File: src/rtl/register_divider_if.sv
// Command/result bus of the register divider. The bench drives the
// command side through the master modport; the divider sits on the slave side.
interface register_divider_if #(
    parameter int p_data_width = 7
);
    logic [2*p_data_width-1:0] i_w_dividend;
    logic [p_data_width-1:0]   i_w_divisor;
    logic                      i_w_write;
    logic                      i_w_divide;
    logic                      i_w_display;
    logic [2*p_data_width-1:0] o_w_quotient;
    logic [p_data_width-1:0]   o_w_remainder;
    logic                      o_w_busy;
    logic                      o_w_done;
    logic                      o_w_div_by_zero;

    modport master (
        output i_w_dividend, i_w_divisor, i_w_write, i_w_divide, i_w_display,
        input  o_w_quotient, o_w_remainder, o_w_busy, o_w_done, o_w_div_by_zero
    );

    modport slave (
        input  i_w_dividend, i_w_divisor, i_w_write, i_w_divide, i_w_display,
        output o_w_quotient, o_w_remainder, o_w_busy, o_w_done, o_w_div_by_zero
    );
endinterface

File: src/rtl/register_divider.sv
// Command-driven restoring divider: a 2N-bit dividend by an N-bit divisor,
// one quotient bit per cycle MSB first. Results are held in registers and only
// driven onto the outputs while the FSM sits in DISPLAY.
module register_divider #(
    parameter int p_data_width = 7
) (
    input  logic          i_w_clk,
    input  logic          i_w_reset,
    register_divider_if.slave bus
);
    localparam int N     = p_data_width;
    localparam int W     = 2 * p_data_width;
    localparam int CNT_W = $clog2(W);
    localparam logic [CNT_W-1:0] LAST_ITER = CNT_W'(W - 1);

    typedef enum logic [1:0] {
        IDLE,
        WRITE,
        DIVIDE,
        DISPLAY
    } state_t;

    state_t           state;
    state_t           next_state;

    logic [W-1:0]     dividend_reg;
    logic [N-1:0]     divisor_reg;
    // The partial remainder is always below the divisor after an iteration,
    // so N bits are stored; the shifted value below is N+1 bits to hold the
    // overflow bit before the compare.
    logic [N-1:0]     rem_reg;
    logic [W-1:0]     work_q;
    logic [CNT_W-1:0] iter_cnt;
    logic             busy;
    logic             done;
    logic             div_by_zero;
    logic [W-1:0]     quotient_res;
    logic [N-1:0]     remainder_res;

    logic             start;
    logic             divisor_zero;
    logic [N:0]       rem_shift;
    logic             fits;
    logic [N:0]       rem_next;
    logic [W-1:0]     q_next;

    // The first cycle in DIVIDE (not yet busy) either finishes a divide by
    // zero or seeds the iteration registers.
    assign start        = (state == DIVIDE) && !busy;
    assign divisor_zero = (divisor_reg == '0);

    // One restoring shift-subtract step: bring in the next dividend bit and
    // subtract the divisor when it fits.
    always_comb begin
        rem_shift = {rem_reg, work_q[W-1]};
        fits      = (rem_shift >= {1'b0, divisor_reg});
        rem_next  = fits ? (rem_shift - {1'b0, divisor_reg}) : rem_shift;
        q_next    = {work_q[W-2:0], fits};
    end

    // State register.
    always_ff @(posedge i_w_clk) begin
        // NOTE: clocked state uses non-blocking assignments so every register
        // samples the values from before the edge, independent of block order.
        if (i_w_reset) begin
            state <= IDLE;
        end else begin
            state <= next_state;
        end
    end

    // Next-state selection: iteration owns the FSM while busy, otherwise the
    // commands pick the state by priority write > divide > display.
    always_comb begin
        // NOTE: default first so every path assigns next_state and no latch
        // is inferred.
        next_state = IDLE;
        if (busy) begin
            next_state = (iter_cnt == LAST_ITER) ? IDLE : DIVIDE;
        end else if (start) begin
            next_state = divisor_zero ? IDLE : DIVIDE;
        end else if (bus.i_w_write) begin
            next_state = WRITE;
        end else if (bus.i_w_divide) begin
            next_state = DIVIDE;
        end else if (bus.i_w_display) begin
            next_state = DISPLAY;
        end
    end

    // Operand capture, iteration datapath and result commit.
    always_ff @(posedge i_w_clk) begin
        if (i_w_reset) begin
            dividend_reg  <= '0;
            divisor_reg   <= '0;
            rem_reg       <= '0;
            work_q        <= '0;
            iter_cnt      <= '0;
            busy          <= 1'b0;
            done          <= 1'b0;
            div_by_zero   <= 1'b0;
            quotient_res  <= '0;
            remainder_res <= '0;
        end else begin
            done <= 1'b0;

            if (state == WRITE) begin
                dividend_reg <= bus.i_w_dividend;
                divisor_reg  <= bus.i_w_divisor;
            end

            if (start) begin
                if (divisor_zero) begin
                    quotient_res  <= '1;
                    remainder_res <= '0;
                    div_by_zero   <= 1'b1;
                    done          <= 1'b1;
                end else begin
                    rem_reg  <= '0;
                    work_q   <= dividend_reg;
                    iter_cnt <= '0;
                    busy     <= 1'b1;
                end
            end else if (busy) begin
                rem_reg  <= rem_next[N-1:0];
                work_q   <= q_next;
                iter_cnt <= iter_cnt + CNT_W'(1);
                if (iter_cnt == LAST_ITER) begin
                    busy          <= 1'b0;
                    done          <= 1'b1;
                    div_by_zero   <= 1'b0;
                    quotient_res  <= q_next;
                    remainder_res <= rem_next[N-1:0];
                end
            end
        end
    end

    // Results are visible only in DISPLAY; flags come straight from registers.
    assign bus.o_w_quotient    = (state == DISPLAY) ? quotient_res  : '0;
    assign bus.o_w_remainder   = (state == DISPLAY) ? remainder_res : '0;
    assign bus.o_w_busy        = busy;
    assign bus.o_w_done        = done;
    assign bus.o_w_div_by_zero = div_by_zero;

endmodule

File: src/flat_wrapper.sv
// flat-port wrapper written by rule: the top's interface ports become plain ports
module register_divider_flat 
#(
    parameter int p_data_width = 7
)
  (i_w_clk, i_w_reset, bus_i_w_dividend, bus_i_w_divisor, bus_i_w_write, bus_i_w_divide, bus_i_w_display, bus_o_w_quotient, bus_o_w_remainder, bus_o_w_busy, bus_o_w_done, bus_o_w_div_by_zero);
  register_divider_if #(.p_data_width(p_data_width)) bus_i ();
  input  logic i_w_clk;
  input  logic i_w_reset;
  input wire logic [$bits(bus_i.i_w_dividend)-1:0] bus_i_w_dividend;
  input wire logic [$bits(bus_i.i_w_divisor)-1:0] bus_i_w_divisor;
  input wire logic [$bits(bus_i.i_w_write)-1:0] bus_i_w_write;
  input wire logic [$bits(bus_i.i_w_divide)-1:0] bus_i_w_divide;
  input wire logic [$bits(bus_i.i_w_display)-1:0] bus_i_w_display;
  output wire logic [$bits(bus_i.o_w_quotient)-1:0] bus_o_w_quotient;
  output wire logic [$bits(bus_i.o_w_remainder)-1:0] bus_o_w_remainder;
  output wire logic [$bits(bus_i.o_w_busy)-1:0] bus_o_w_busy;
  output wire logic [$bits(bus_i.o_w_done)-1:0] bus_o_w_done;
  output wire logic [$bits(bus_i.o_w_div_by_zero)-1:0] bus_o_w_div_by_zero;
  assign bus_i.i_w_dividend = bus_i_w_dividend;
  assign bus_i.i_w_divisor = bus_i_w_divisor;
  assign bus_i.i_w_write = bus_i_w_write;
  assign bus_i.i_w_divide = bus_i_w_divide;
  assign bus_i.i_w_display = bus_i_w_display;
  assign bus_o_w_quotient = bus_i.o_w_quotient;
  assign bus_o_w_remainder = bus_i.o_w_remainder;
  assign bus_o_w_busy = bus_i.o_w_busy;
  assign bus_o_w_done = bus_i.o_w_done;
  assign bus_o_w_div_by_zero = bus_i.o_w_div_by_zero;
  register_divider #(.p_data_width(p_data_width)) u_core (.i_w_clk(i_w_clk), .i_w_reset(i_w_reset), .bus(bus_i));
endmodule
File: config.mk
export PLATFORM = sky130hd
export DESIGN_NAME = register_divider_flat
export DESIGN_NICKNAME = d
export VERILOG_FILES = /design/src/rtl/register_divider_if.sv /design/src/rtl/register_divider.sv /design/src/flat_wrapper.sv
export SDC_FILE = /design/constraint.sdc
export NUM_CORES = 1
export LEC_CHECK = 0
export ABC_AREA = 1
export BUFFER_PORTS_ARGS = -buffer_cell sky130_fd_sc_hd__buf_2
export CAP_MARGIN = 40
export CORE_MARGIN = 2
export CORE_UTILIZATION = 35
export CTS_CLUSTER_SIZE = 28
export DETAILED_ROUTE_END_ITERATION = 12
export HOLD_SLACK_MARGIN = 0.05
export PLACE_DENSITY = 0.55
export SYNTH_ARGS = -nofsm -noshare
export SYNTH_HDL_FRONTEND = slang
export SYNTH_SLANG_ARGS = --single-unit
File: constraint.sdc
create_clock -name i_w_clk -period 1.8 [get_ports i_w_clk]
set_input_delay 0.18 -clock i_w_clk [delete_from_list [all_inputs] [get_ports i_w_clk]]
set_output_delay 0.18 -clock i_w_clk [all_outputs]
set_load 0.01 [all_outputs]
* Word level (Yosys, flattened, before mapping) *
Cells that the tools add are included.

cells by class
  multiplexer cells = 39
  reductions and logical operators = 7
  eq/ne operators = 6
  add/subtract/negate cells = 2
  order comparisons = 1

operator list
  kind                   number
  $mux W14               8
  $mux W7                9
  $mux W2                7
  $mux W1                12
  $mux W4                3
  $ge A8 B7 Y1           1
  $logic_not A7 Y1       1
  $sub A7 B7 Y7          1
  $add A4 B1 Y4 const B  1
  $eq A2 B2 Y1 const B   2
  $eq A4 B4 Y1 const B   1
  $ne A2 B2 Y1 const B   2
  $reduce_bool A2 Y1     2
  $reduce_and A3 Y1      1
  $eq A2 B1 Y1 const B   1
  $reduce_and A2 Y1      1
  $logic_and A1 B1 Y1    1
  $logic_not A1 Y1       1

storage, ports and cells
  word-level logic and storage cells = 66
  register bits after elaboration = 72
  output and inout port bits = 24
  input bits = 26

* Longest topological paths before layout *
Gate-level depths: netlist of the first run.

  word-level depth = 5
  depth in mapped cells = 12
  depth with buffers taken out = 12

* Worst setup path after synthesis of the first run *
Ideal clock, no wire load.

  path type = register to register
  start = reg u_core.work_q[13]
  end = reg u_core.remainder_res[0]
  stages on the path, launching flop included = 13
  arrival time = 1.677 ns
  buffers on the path = 0
  slack = 0.014 ns
  period minus slack after synthesis = 1.786 ns
  data required time = 1.691 ns
  cells stage by stage = dfxtp_1 -> inv_1 -> ha_1 -> inv_1 -> fa_1 -> nand3_1 -> nand3_1 -> nand2_1 -> nand3_4 -> nand3b_2 -> nand3_1 -> nand2_1 -> inv_1

between the ends
  longest elaborated chain between the ends = 5
  elaborated cells between the ends (all ways) = 6

RTL lines
  element                                               RTL line                                        RTL
  start, declared                                       register_divider.sv:32                          logic [W-1:0] work_q;
  start signal, assigned                                register_divider.sv:120                         work_q <= dividend_reg;
  start signal, assigned                                register_divider.sv:126                         work_q <= q_next;
  $sub A7 B7 Y7 / $ge A8 B7 Y1 (equally long branches)  register_divider.sv:57, register_divider.sv:56
  $mux W7 *                                             register_divider.sv:57                          rem_next = fits ? (rem_shift - {1'b0, divisor_reg}) : rem_shift;
  $mux W7 *                                             register_divider.sv:128                         if (iter_cnt == LAST_ITER) begin
  $mux W7 *                                             register_divider.sv:124                         end else if (busy) begin
  $mux W7 *                                             register_divider.sv:112                         if (start) begin
  end signal, assigned                                  register_divider.sv:133                         remainder_res <= rem_next[N-1:0];
  end, declared                                         register_divider.sv:38                          logic [N-1:0] remainder_res;

Every way passes the cells marked *; elsewhere a longest branch is shown, timed or not. The select of a mux whose other input is x is not followed.
A chain may end at the register's enable or synchronous reset.

* Worst setup path after layout of the first run *
Same ends and word-level chain as after synthesis.

==> results.json, run 1 <==
{
  "start_util_pct": 35.8,
  "leakagePower_nw": 2.23,
  "synth_cell_types": 35,
  "grt_pass1_vias": 3275,
  "yosys.area_share.simple_pct": 22.6,
  "final_common_cell": "inv_1",
  "drtAntennaViolNets": 0,
  "synth_seq_area_share_pct": 39.3,
  "tightest_slew_ns": 0.411,
  "use_met1_pct": 19.7,
  "cts_num_sinks": 72,
  "gr-usage-met3_pct": 4.54,
  "dieArea_sq_um": 11300,
  "fin_crit_sh_pct": 95.7,
  "ys.flop_type": "dfxtp_1",
  "clk_path_buf_depth": 2,
  "nets": 607,
  "yosys-mux-area-fraction_pct": 0,
  "numPortBuffers": 49,
  "dpl_cell_area_sq_um": 4100,
  "final_hold_viol_count": 0,
  "finalClockSkew_ns": 0.0170,
  "wire_per_inst_um": 12.3,
  "crit_path_end_kind": "flip-flop",
  "asyncSetResetFlopFracSynth_pct": 0,
  "grt_setup_unrepaired": "true",
  "tns_ns": 0,
  "synth-xor-area-share_pct": 1.20,
  "worstPathArrival_ns": 2.02,
  "ys_ff_latch": 72,
  "grt.total_usage_pct": 16.7,
  "routabilityCongestion": 0.834,
  "fp.dieW_um": 106,
  "worstPathRequired_ns": 2.10,
  "clock-root-buffer": "clkbuf_8",
  "num_rows": 37,
  "grt_pass1_wl_um": 15000,
  "syn-instance-count": 506,
  "grt_max_degree": 45,
  "drive_gt1_share_pct": 23.8,
  "yosysWarnings": 0,
  "busiest_layer": "met2",
  "layout_common_cells": "96 x inv_1, 72 x nor2_1, 70 x dfxtp_1, 69 x o21ai_0, 53 x nand2_1",
  "die_h_um": 106,
  "grt_use_met2_pct": 28.6,
  "synth_compound_area_share_pct": 18.4,
  "pwr_density_cell_nw_per_um2": 1290,
  "cts_buffers": 9,
  "path_class": "flip-flop to flip-flop",
  "synth_fa_ha_area_share_pct": 3.62,
  "grt_antenna_before_repair": 0,
  "num-fill-cells": 1059,
  "syn_area_sq_um": 3660,
  "design_area_sq_um": 4480,
  "drv_cap": 0,
  "relSlewSlack_pct": 72.6,
  "dp_hpwl_um": 6080,
  "clkTransAtPathRegs_ns": 0.08,
  "drtIter0Drc": 80,
  "diodes": 0,
  "min_period_ns": 1.72,
  "wl_um": 8770,
  "maxSlewViolCount": 0,
  "startpoint_type": "flip-flop",
  "total_power_mw": 5.76,
  "clock_latency_ns": 0.36,
  "area_delta_synth_final_pct": 22.2,
  "vias": 3286,
  "setup_viol": 0,
  "via_per_inst": 4.62,
  "overflow": 0,
  "status": "finished clean",
  "synth_top_family_by_area": "simple AND/OR/NAND/NOR gates",
  "cp_max_fo": 8,
  "fmax_ghz": 0.581,
  "htree_levels": 3,
  "io_pins": 50,
  "first_pass_iters": 4,
  "post-route-drc-count": 0,
  "ir_drop_mv": 0.575,
  "synth_area_per_cell_sq_um": 7.24,
  "synth_edf_count": 0,
  "core_region_area_sq_um": 10200,
  "cts_tree": "built",
  "min_path_type": "primary input to flip-flop",
  "synth_fp_nets": 542
}
[stage by stage]
step / hold WS (ns) / utilization (%) / worst slack [ns] / std cells
finish: 0.0599 / 43.8 / 0.0776 / 712
detailed placement: 0.410 / 40.1 / -0.122 / 686
floorplan: 0.315 / - / 0.0143 / 506
global route: 0.0526 / 43.8 / -0.0790 / 712
CTS: 0.0524 / 43.3 / 0.00801 / 710
global placement: 0.402 / 40.1 / -0.0843 / 686
[area by class of cell]
cell class                      instances  area, sq um  area share, %
Clock buffer                            9          124           2.77
Clock inverter                          7         78.8           1.76
Inverter                              103          387           8.63
Multi-Input combinational cell        306         1760           39.3
Sequential cell                        72         1440           32.2
Tap cell                              136          170           3.80
Timing Repair Buffer                   79          513           11.5
[power breakdown]
group | leakage, nW | switching, mW | internal [mW] | total [mW]
Sequential | 0.590 | 0.173 | 1.86 | 2.03
Clock | 0.104 | 0.668 | 0.655 | 1.32
Combinational | 1.53 | 1.45 | 0.962 | 2.41
Total | 2.23 | 2.29 | 3.47 | 5.76
[cells in the mapped netlist, drive strengths merged (3+ instances only)]
master / number / area [sq um]
a211oi: 11 / 138
a21oi: 30 / 165
buf: 11 / 100
clkbuf: 14 / 56.3
dfxtp: 72 / 1440
ha: 9 / 113
inv: 102 / 383
nand2: 58 / 223
nand3: 31 / 210
nand4: 9 / 56.3
nor2: 74 / 280
nor3: 3 / 31.3
o21ai: 70 / 354
xor2: 4 / 35.0
[repair_timing]
item | in CTS | in global routing
hold buffers | 7 | 0
pin swaps | 6 | 24
setup buffers | 1 | 2
endpoints found under the setup margin | 16 | 27
gates resized for setup | 13 | 7
endpoints found under the hold margin | 7 | 0
[worst max-delay path, stage by stage (launching register included)]
cell and delay (ns):
dfxtp_2 0.33, inv_2 0.06, ha_4 0.13, inv_2 0.04, fa_2 0.34, nand3_2 0.09, nand3_4 0.09, o21ai_4 0.24
nand4_1 0.16, nand3_1 0.11, nand2_1 0.05, inv_1 0.04
[final timing paths]
path / startpoint / endpoint / slack (ns) / cells after the start
worst max-delay path: u_core.work_q[13]$_SDFFE_PP0P_ / u_core.remainder_res[0]$_SDFFE_PP0P_ / 0.08 / 11
worst min register to register: u_core.quotient_res[4]$_SDFFE_PP0P_ / u_core.quotient_res[4]$_SDFFE_PP0P_ / 0.48 / 2
worst min-delay path: bus_i_w_dividend[9] / u_core.dividend_reg[9]$_SDFFE_PP0N_ / 0.06 / 3
worst max register to register: u_core.work_q[13]$_SDFFE_PP0P_ / u_core.remainder_res[0]$_SDFFE_PP0P_ / 0.08 / 11
[per-layer routing]
| metal | wire (um) | vias up |
|---|---|---|
| met5 | 0 | - |
| met3 | 295 | 23 |
| met2 | 4170 | 53 |
| met1 | 4020 | 1486 |
| li1 | - | 1724 |
| met4 | 275 | 0 |
[logic make-up after synthesis]
logic type	after synthesis
AOI/OAI and AO/OA	113
buffers and inverters	128
DFF	72
xor gates and xnor gates	5
adders and majority gates	10
and+or+nand+nor	178
Note: power is estimated with default switching activity, not from simulation.
==> inputs of run 2 (changes only) <==
--- a/config.mk
+++ b/config.mk
@@ -14,6 +14,7 @@
 export DETAILED_ROUTE_END_ITERATION = 12
 export HOLD_SLACK_MARGIN = 0.05
 export PLACE_DENSITY = 0.55
+export REMOVE_ABC_BUFFERS = 1
 export SYNTH_ARGS = -nofsm -noshare
 export SYNTH_HDL_FRONTEND = slang
 export SYNTH_SLANG_ARGS = --single-unit
==> run 2 against run 1 <==
  * Maximum frequency decreased by 3.6%
  * Die area unchanged
  * Critical endpoint is now u_core.remainder_res[1]$_SDFFE_PP0P_
  * Via count decreased by 2.3%
  * Sequential power about the same
  * Largest power group unchanged
==> results.json, run 2 (synthesis results as in run 1) <==
{
  "status": "finished clean",
  "dpl_cell_area_sq_um": 4120,
  "grt.total_usage_pct": 16.5,
  "first_pass_iters": 4,
  "crit_top_cell": "nand3_2",
  "clk_path_buf_depth": 2,
  "overflow": 0,
  "fp.dieW_um": 106,
  "cp_num_buf_inv": 4,
  "core_region_area_sq_um": 10200,
  "cts_num_sinks": 72,
  "pwr_density_cell_nw_per_um2": 1270,
  "min_path_type": "primary input to flip-flop",
  "drtIter0Drc": 126,
  "start_util_pct": 35.8,
  "via_per_inst": 4.52,
  "grt_setup_unrepaired": "true",
  "setup_ws_ns": 0.0131,
  "intPower_mw": 3.32,
  "vias": 3211,
  "startpoint_type": "flip-flop",
  "htree_levels": 3,
  "diodes": 0,
  "fin_crit_sh_pct": 99.3,
  "die_h_um": 106,
  "numPortBuffers": 49,
  "slowest_stage": "fa_2",
  "worstPathRequired_ns": 2.10,
  "layout_common_cells": "96 x inv_1, 71 x nor2_1, 70 x dfxtp_1, 69 x o21ai_0, 54 x nand2_1",
  "design_area_sq_um": 4390,
  "clkTransAtPathRegs_ns": 0.08,
  "p_sw_share_pct": 40.4,
  "ir_drop_mv": 0.498,
  "pwr-share-seq_pct": 36.1,
  "p_switching_mw": 2.25,
  "clock_latency_ns": 0.35,
  "min_period_ns": 1.79,
  "tightest_slew_ns": 0.402,
  "cts_buffers": 9,
  "crit_family": "adder cells",
  "final_common_cell": "inv_1",
  "drv_cap": 0,
  "cp_cell_sequence": "inv_2 > ha_4 > inv_4 > fa_2 > nand3_2 > nand3_2 > o21ai_2 > buf_6 > nand4_1 > nand3_1 > nand2_1 > inv_1",
  "drive_gt1_share_pct": 23.5,
  "final_hold_viol_count": 0,
  "comb_power_share_pct": 43.1,
  "hold_ws_ns": 0.0526,
  "multiInputGateArea_sq_um": 1720,
  "finalClockSkew_ns": 0.0146,
  "nets": 605,
  "cts_tree": "built",
  "ff_latch_area_sq_um": 1440,
  "worstPathArrival_ns": 2.09,
  "setup_viol": 0,
  "grt_antenna_before_repair": 0,
  "relSlewSlack_pct": 73.2,
  "num-fill-cells": 1077,
  "fmax_ghz": 0.560,
  "clkPwrFrac_pct": 20.8,
  "io_pins": 50,
  "leakagePower_nw": 2.20,
  "dieArea_sq_um": 11300,
  "area_delta_synth_final_pct": 19.8,
  "total_power_mw": 5.57,
  "grt_max_degree": 45,
  "maxSlewViolCount": 0,
  "path_class": "flip-flop to flip-flop",
  "pre_cts_ws_ns": -0.101,
  "grt_pass1_vias": 3166,
  "cp_slowest_stage_delay_ns": 0.35,
  "crit_path_end_kind": "flip-flop",
  "wl_um": 8770,
  "clock-root-buffer": "clkbuf_8",
  "post-route-drc-count": 0,
  "grt_pass1_wl_um": 14900,
  "wire_per_inst_um": 12.4,
  "drtAntennaViolNets": 0,
  "num_rows": 37,
  "dp_hpwl_um": 5920,
  "routabilityCongestion": 0.790,
  "cp_max_fo": 5
}
run 2: cell type report:
class	instances	share of cell area [%]
clock buffers	10	2.91
clock inverters	6	0.998
inverters	103	8.87
multi-input cells	306	39.1
flip-flops and latches	72	32.9
well taps	136	3.88
repair buffers	77	11.3
run 2: worst register-to-register path: cells and delay by family, from the launching register on:
kind | cells | cell delay, ns
buffers and inverters | 4 | 0.30
flip-flops | 1 | 0.33
adder cells (fa/ha/maj) | 2 | 0.49
AND/OR/NAND/NOR | 5 | 0.46
AO/OA/AOI/OAI | 1 | 0.19
run 2: worst paths after layout:
path / from / depth (start not counted) / to / slack, ns
setup / recovery: u_core.work_q[13]$_SDFFE_PP0P_ / 12 / u_core.remainder_res[1]$_SDFFE_PP0P_ / 0.01
hold / removal: bus_i_w_dividend[10] / 3 / u_core.dividend_reg[10]$_SDFFE_PP0N_ / 0.05
setup reg to reg: u_core.work_q[13]$_SDFFE_PP0P_ / 12 / u_core.remainder_res[1]$_SDFFE_PP0P_ / 0.01
hold reg to reg: u_core.quotient_res[0]$_SDFFE_PP0P_ / 2 / u_core.quotient_res[0]$_SDFFE_PP0P_ / 0.48
run 2: routing by layer:
layer / global-route usage (%) / part of all wire [%] / vias up
met3: 3.43 / 4.0 / 7
met4: 4.79 / 0.96 / 0
met2: 25.9 / 44 / 54
met1: 22.8 / 51 / 1430
li1: - / - / 1720
met5: 0 / 0 / -
run 2: power groups by stage:
| stage | Sequential (mW) | Combinational (mW) | Clock (mW) |
|---|---|---|---|
| 3_5_place_dp | 2.04 | 2.28 | 0 |
| 4_1_cts | 2.01 | 2.35 | 1.19 |
| 2_1_floorplan | 2.01 | 1.60 | 0 |
| 3_3_place_gp | 2.04 | 2.25 | 0 |
| 5_1_grt | 2.04 | 2.70 | 1.27 |
| 6_report | 2.01 | 2.40 | 1.16 |
run 2: repair_timing:
| item | in CTS | in global routing |
|---|---|---|
| hold endpoints to repair | 3 | 1 |
| pin swaps | 8 | 14 |
| hold buffers | 3 | 1 |
| gates resized for setup | 11 | 6 |
| setup endpoints to repair | 16 | 16 |
| buffers inserted | 0 | 1 |
run 2: through the flow:
| stage | util, % | cells | setup TNS [ns] |
|---|---|---|---|
| global placement | 40.3 | 689 | -0.495 |
| global route | 42.9 | 710 | -0.885 |
| CTS | 42.6 | 708 | -0.000245 |
| floorplan | - | 481 | -1.91 |
| finish | 42.9 | 710 | 0 |
| detailed placement | 40.3 | 689 | -1.46 |
==> inputs of run 3 (changes only) <==
==> constraint.sdc (replaced) <==
create_clock -name i_w_clk -period 1.55 [get_ports i_w_clk]
set_input_delay 0.155 -clock i_w_clk [delete_from_list [all_inputs] [get_ports i_w_clk]]
set_output_delay 0.155 -clock i_w_clk [all_outputs]
set_load 0.01 [all_outputs]
==> run 3 against run 2 <==
  * The run now ends with negative setup slack left
  * Cell count rose by 6.8%
  * Critical path type unchanged
  * Critical endpoint is now u_core.quotient_res[0]$_SDFFE_PP0P_
  * Highest routed layer unchanged
  * Sequential share of layout area is 4.5 points lower
  * Critical path depth decreased by 1
  * Clock power increased by 19%
  * First-iteration DRC count grew 17%
  * Non-clock buffer count increased by 48
  * Setup slack lost 0.24 ns
  * Maximum frequency up 0.32%
==> results.json, run 3 (synthesis results as in run 1) <==
{
  "status": "complete, but fails checks",
  "violations": "negative setup slack",
  "worstPathRequired_ns": 1.79,
  "first_pass_iters": 4,
  "clk_path_buf_depth": 2,
  "dp_hpwl_um": 6080,
  "min_period_ns": 1.78,
  "setup_viol": 45,
  "cts_num_sinks": 72,
  "grt.total_usage_pct": 16.9,
  "cts_tree": "built",
  "num_rows": 37,
  "setup_ws_ns": -0.231,
  "grt_antenna_before_repair": 0,
  "area_delta_synth_final_pct": 39.3,
  "final_common_cell": "inv_1",
  "die_h_um": 106,
  "fin_crit_sh_pct": 115,
  "start_util_pct": 35.8,
  "num-fill-cells": 1020,
  "diodes": 0,
  "overflow": 0,
  "layout_common_cells": "96 x inv_1, 67 x dfxtp_1, 65 x nor2_1, 59 x o21ai_0, 50 x nand2_1",
  "io_pins": 50,
  "grt_pass1_wl_um": 15200,
  "numPortBuffers": 49,
  "ff_latch_area_sq_um": 1450,
  "relSlewSlack_pct": 74.6,
  "multiInputGateArea_sq_um": 1880,
  "fp.dieW_um": 106,
  "nets": 653,
  "dieArea_sq_um": 11300,
  "post-route-drc-count": 0,
  "via_per_inst": 4.60,
  "ir_drop_mv": 0.538,
  "crit_path_end_kind": "flip-flop",
  "core_region_area_sq_um": 10200,
  "vias": 3484,
  "cp_cell_sequence": "inv_2 > ha_4 > inv_2 > fa_2 > nand3_2 > nand3_4 > nand2_2 > nand3_4 > buf_4 > nor2_4 > a211oi_2",
  "slowest_stage": "fa_2",
  "cp_max_fo": 8,
  "leakagePower_nw": 2.50,
  "routabilityCongestion": 0.828,
  "hold_ws_ns": 0.0527,
  "wire_per_inst_um": 12.9,
  "cp_num_buf_inv": 3,
  "fmax_ghz": 0.561,
  "pwr_density_cell_nw_per_um2": 1470,
  "worstPathArrival_ns": 2.02,
  "min_path_type": "primary input to flip-flop",
  "htree_levels": 3,
  "cts_buffers": 9,
  "startpoint_type": "flip-flop",
  "clock_latency_ns": 0.36,
  "drv_cap": 0,
  "clkTransAtPathRegs_ns": 0.08,
  "drive_gt1_share_pct": 32.2,
  "wl_um": 9790,
  "tightest_slew_ns": 0.382,
  "drtAntennaViolNets": 0,
  "total_power_mw": 7.51,
  "cp_slowest_stage_delay_ns": 0.35,
  "path_class": "flip-flop to flip-flop",
  "grt_max_degree": 45,
  "grt_pass1_vias": 3255,
  "grt_setup_unrepaired": "true",
  "finalClockSkew_ns": 0.0119,
  "maxSlewViolCount": 0,
  "clock-root-buffer": "clkbuf_8",
  "drtIter0Drc": 148,
  "crit_family": "simple AND/OR/NAND/NOR gates",
  "final_hold_viol_count": 0
}
## run 3: worst paths after layout
kind,slack (ns),cells past startpoint,endpoint,startpoint
worst min register to register,0.47,2,u_core.quotient_res[9]$_SDFFE_PP0P_,u_core.quotient_res[9]$_SDFFE_PP0P_
worst max-delay path,-0.23,11,u_core.quotient_res[0]$_SDFFE_PP0P_,u_core.work_q[13]$_SDFFE_PP0P_
worst max register to register,-0.23,11,u_core.quotient_res[0]$_SDFFE_PP0P_,u_core.work_q[13]$_SDFFE_PP0P_
worst min-delay path,0.05,3,u_core.dividend_reg[0]$_SDFFE_PP0N_,bus_i_w_dividend[0]
## run 3: cell type report
type,instances,area share [%]
timing repair buffer,125,20.3
tap,136,3.33
clock inverter,7,1.05
sequential,72,28.4
inverter,103,7.58
clock buffer,9,2.43
multi-input combinational,306,36.9
## run 3: report_power, final
group,leakage (nW),total [mW],internal [mW],switching [mW]
Combinational,1.83,3.77,1.74,2.03
Sequential,0.591,2.35,2.16,0.194
Clock,0.0822,1.38,0.590,0.793
## run 3: stage by stage
stage | std cells | TNS (ns) | setup slack, ns | utilization, % | instance area, sq um
finish | 758 | -5.51 | -0.231 | 49.9 | 5100
global route | 758 | -10.06 | -0.336 | 49.9 | 5100
detailed placement | 711 | -5.64 | -0.339 | 42.1 | 4310
floorplan | 481 | -16.32 | -0.354 | - | 3510
global placement | 711 | -4.71 | -0.287 | 42.1 | 4310
CTS | 741 | -3.31 | -0.250 | 46.0 | 4700
## run 3: layer usage
layer / vias to the layer above / GRT usage (%) / part of all wire [%]
met2: 63 / 25.9 / 46
met1: 1590 / 22.5 / 48
met4: 0 / 7.99 / 1.8
met3: 14 / 3.68 / 4.3
met5: - / 0 / 0
li1: 1817 / - / -
## run 3: timing repair
| item | CTS | global route |
|---|---|---|
| endpoints found under the hold margin | 13 | 0 |
| pin swaps | 14 | 15 |
| setup endpoints to repair | 30 | 62 |
| buffers inserted | 1 | 12 |
| hold buffers | 13 | 0 |
| gates resized for setup | 24 | 55 |
| cloned | 0 | 6 |
## run 3: worst reg2reg max path: stages, from the launching register on
cell,delay [ns]
dfxtp_2,0.33
inv_2,0.06
ha_4,0.12
inv_2,0.04
fa_2,0.35
nand3_2,0.09
nand3_4,0.09
nand2_2,0.09
nand3_4,0.17
buf_4,0.20
nor2_4,0.08
a211oi_2,0.04
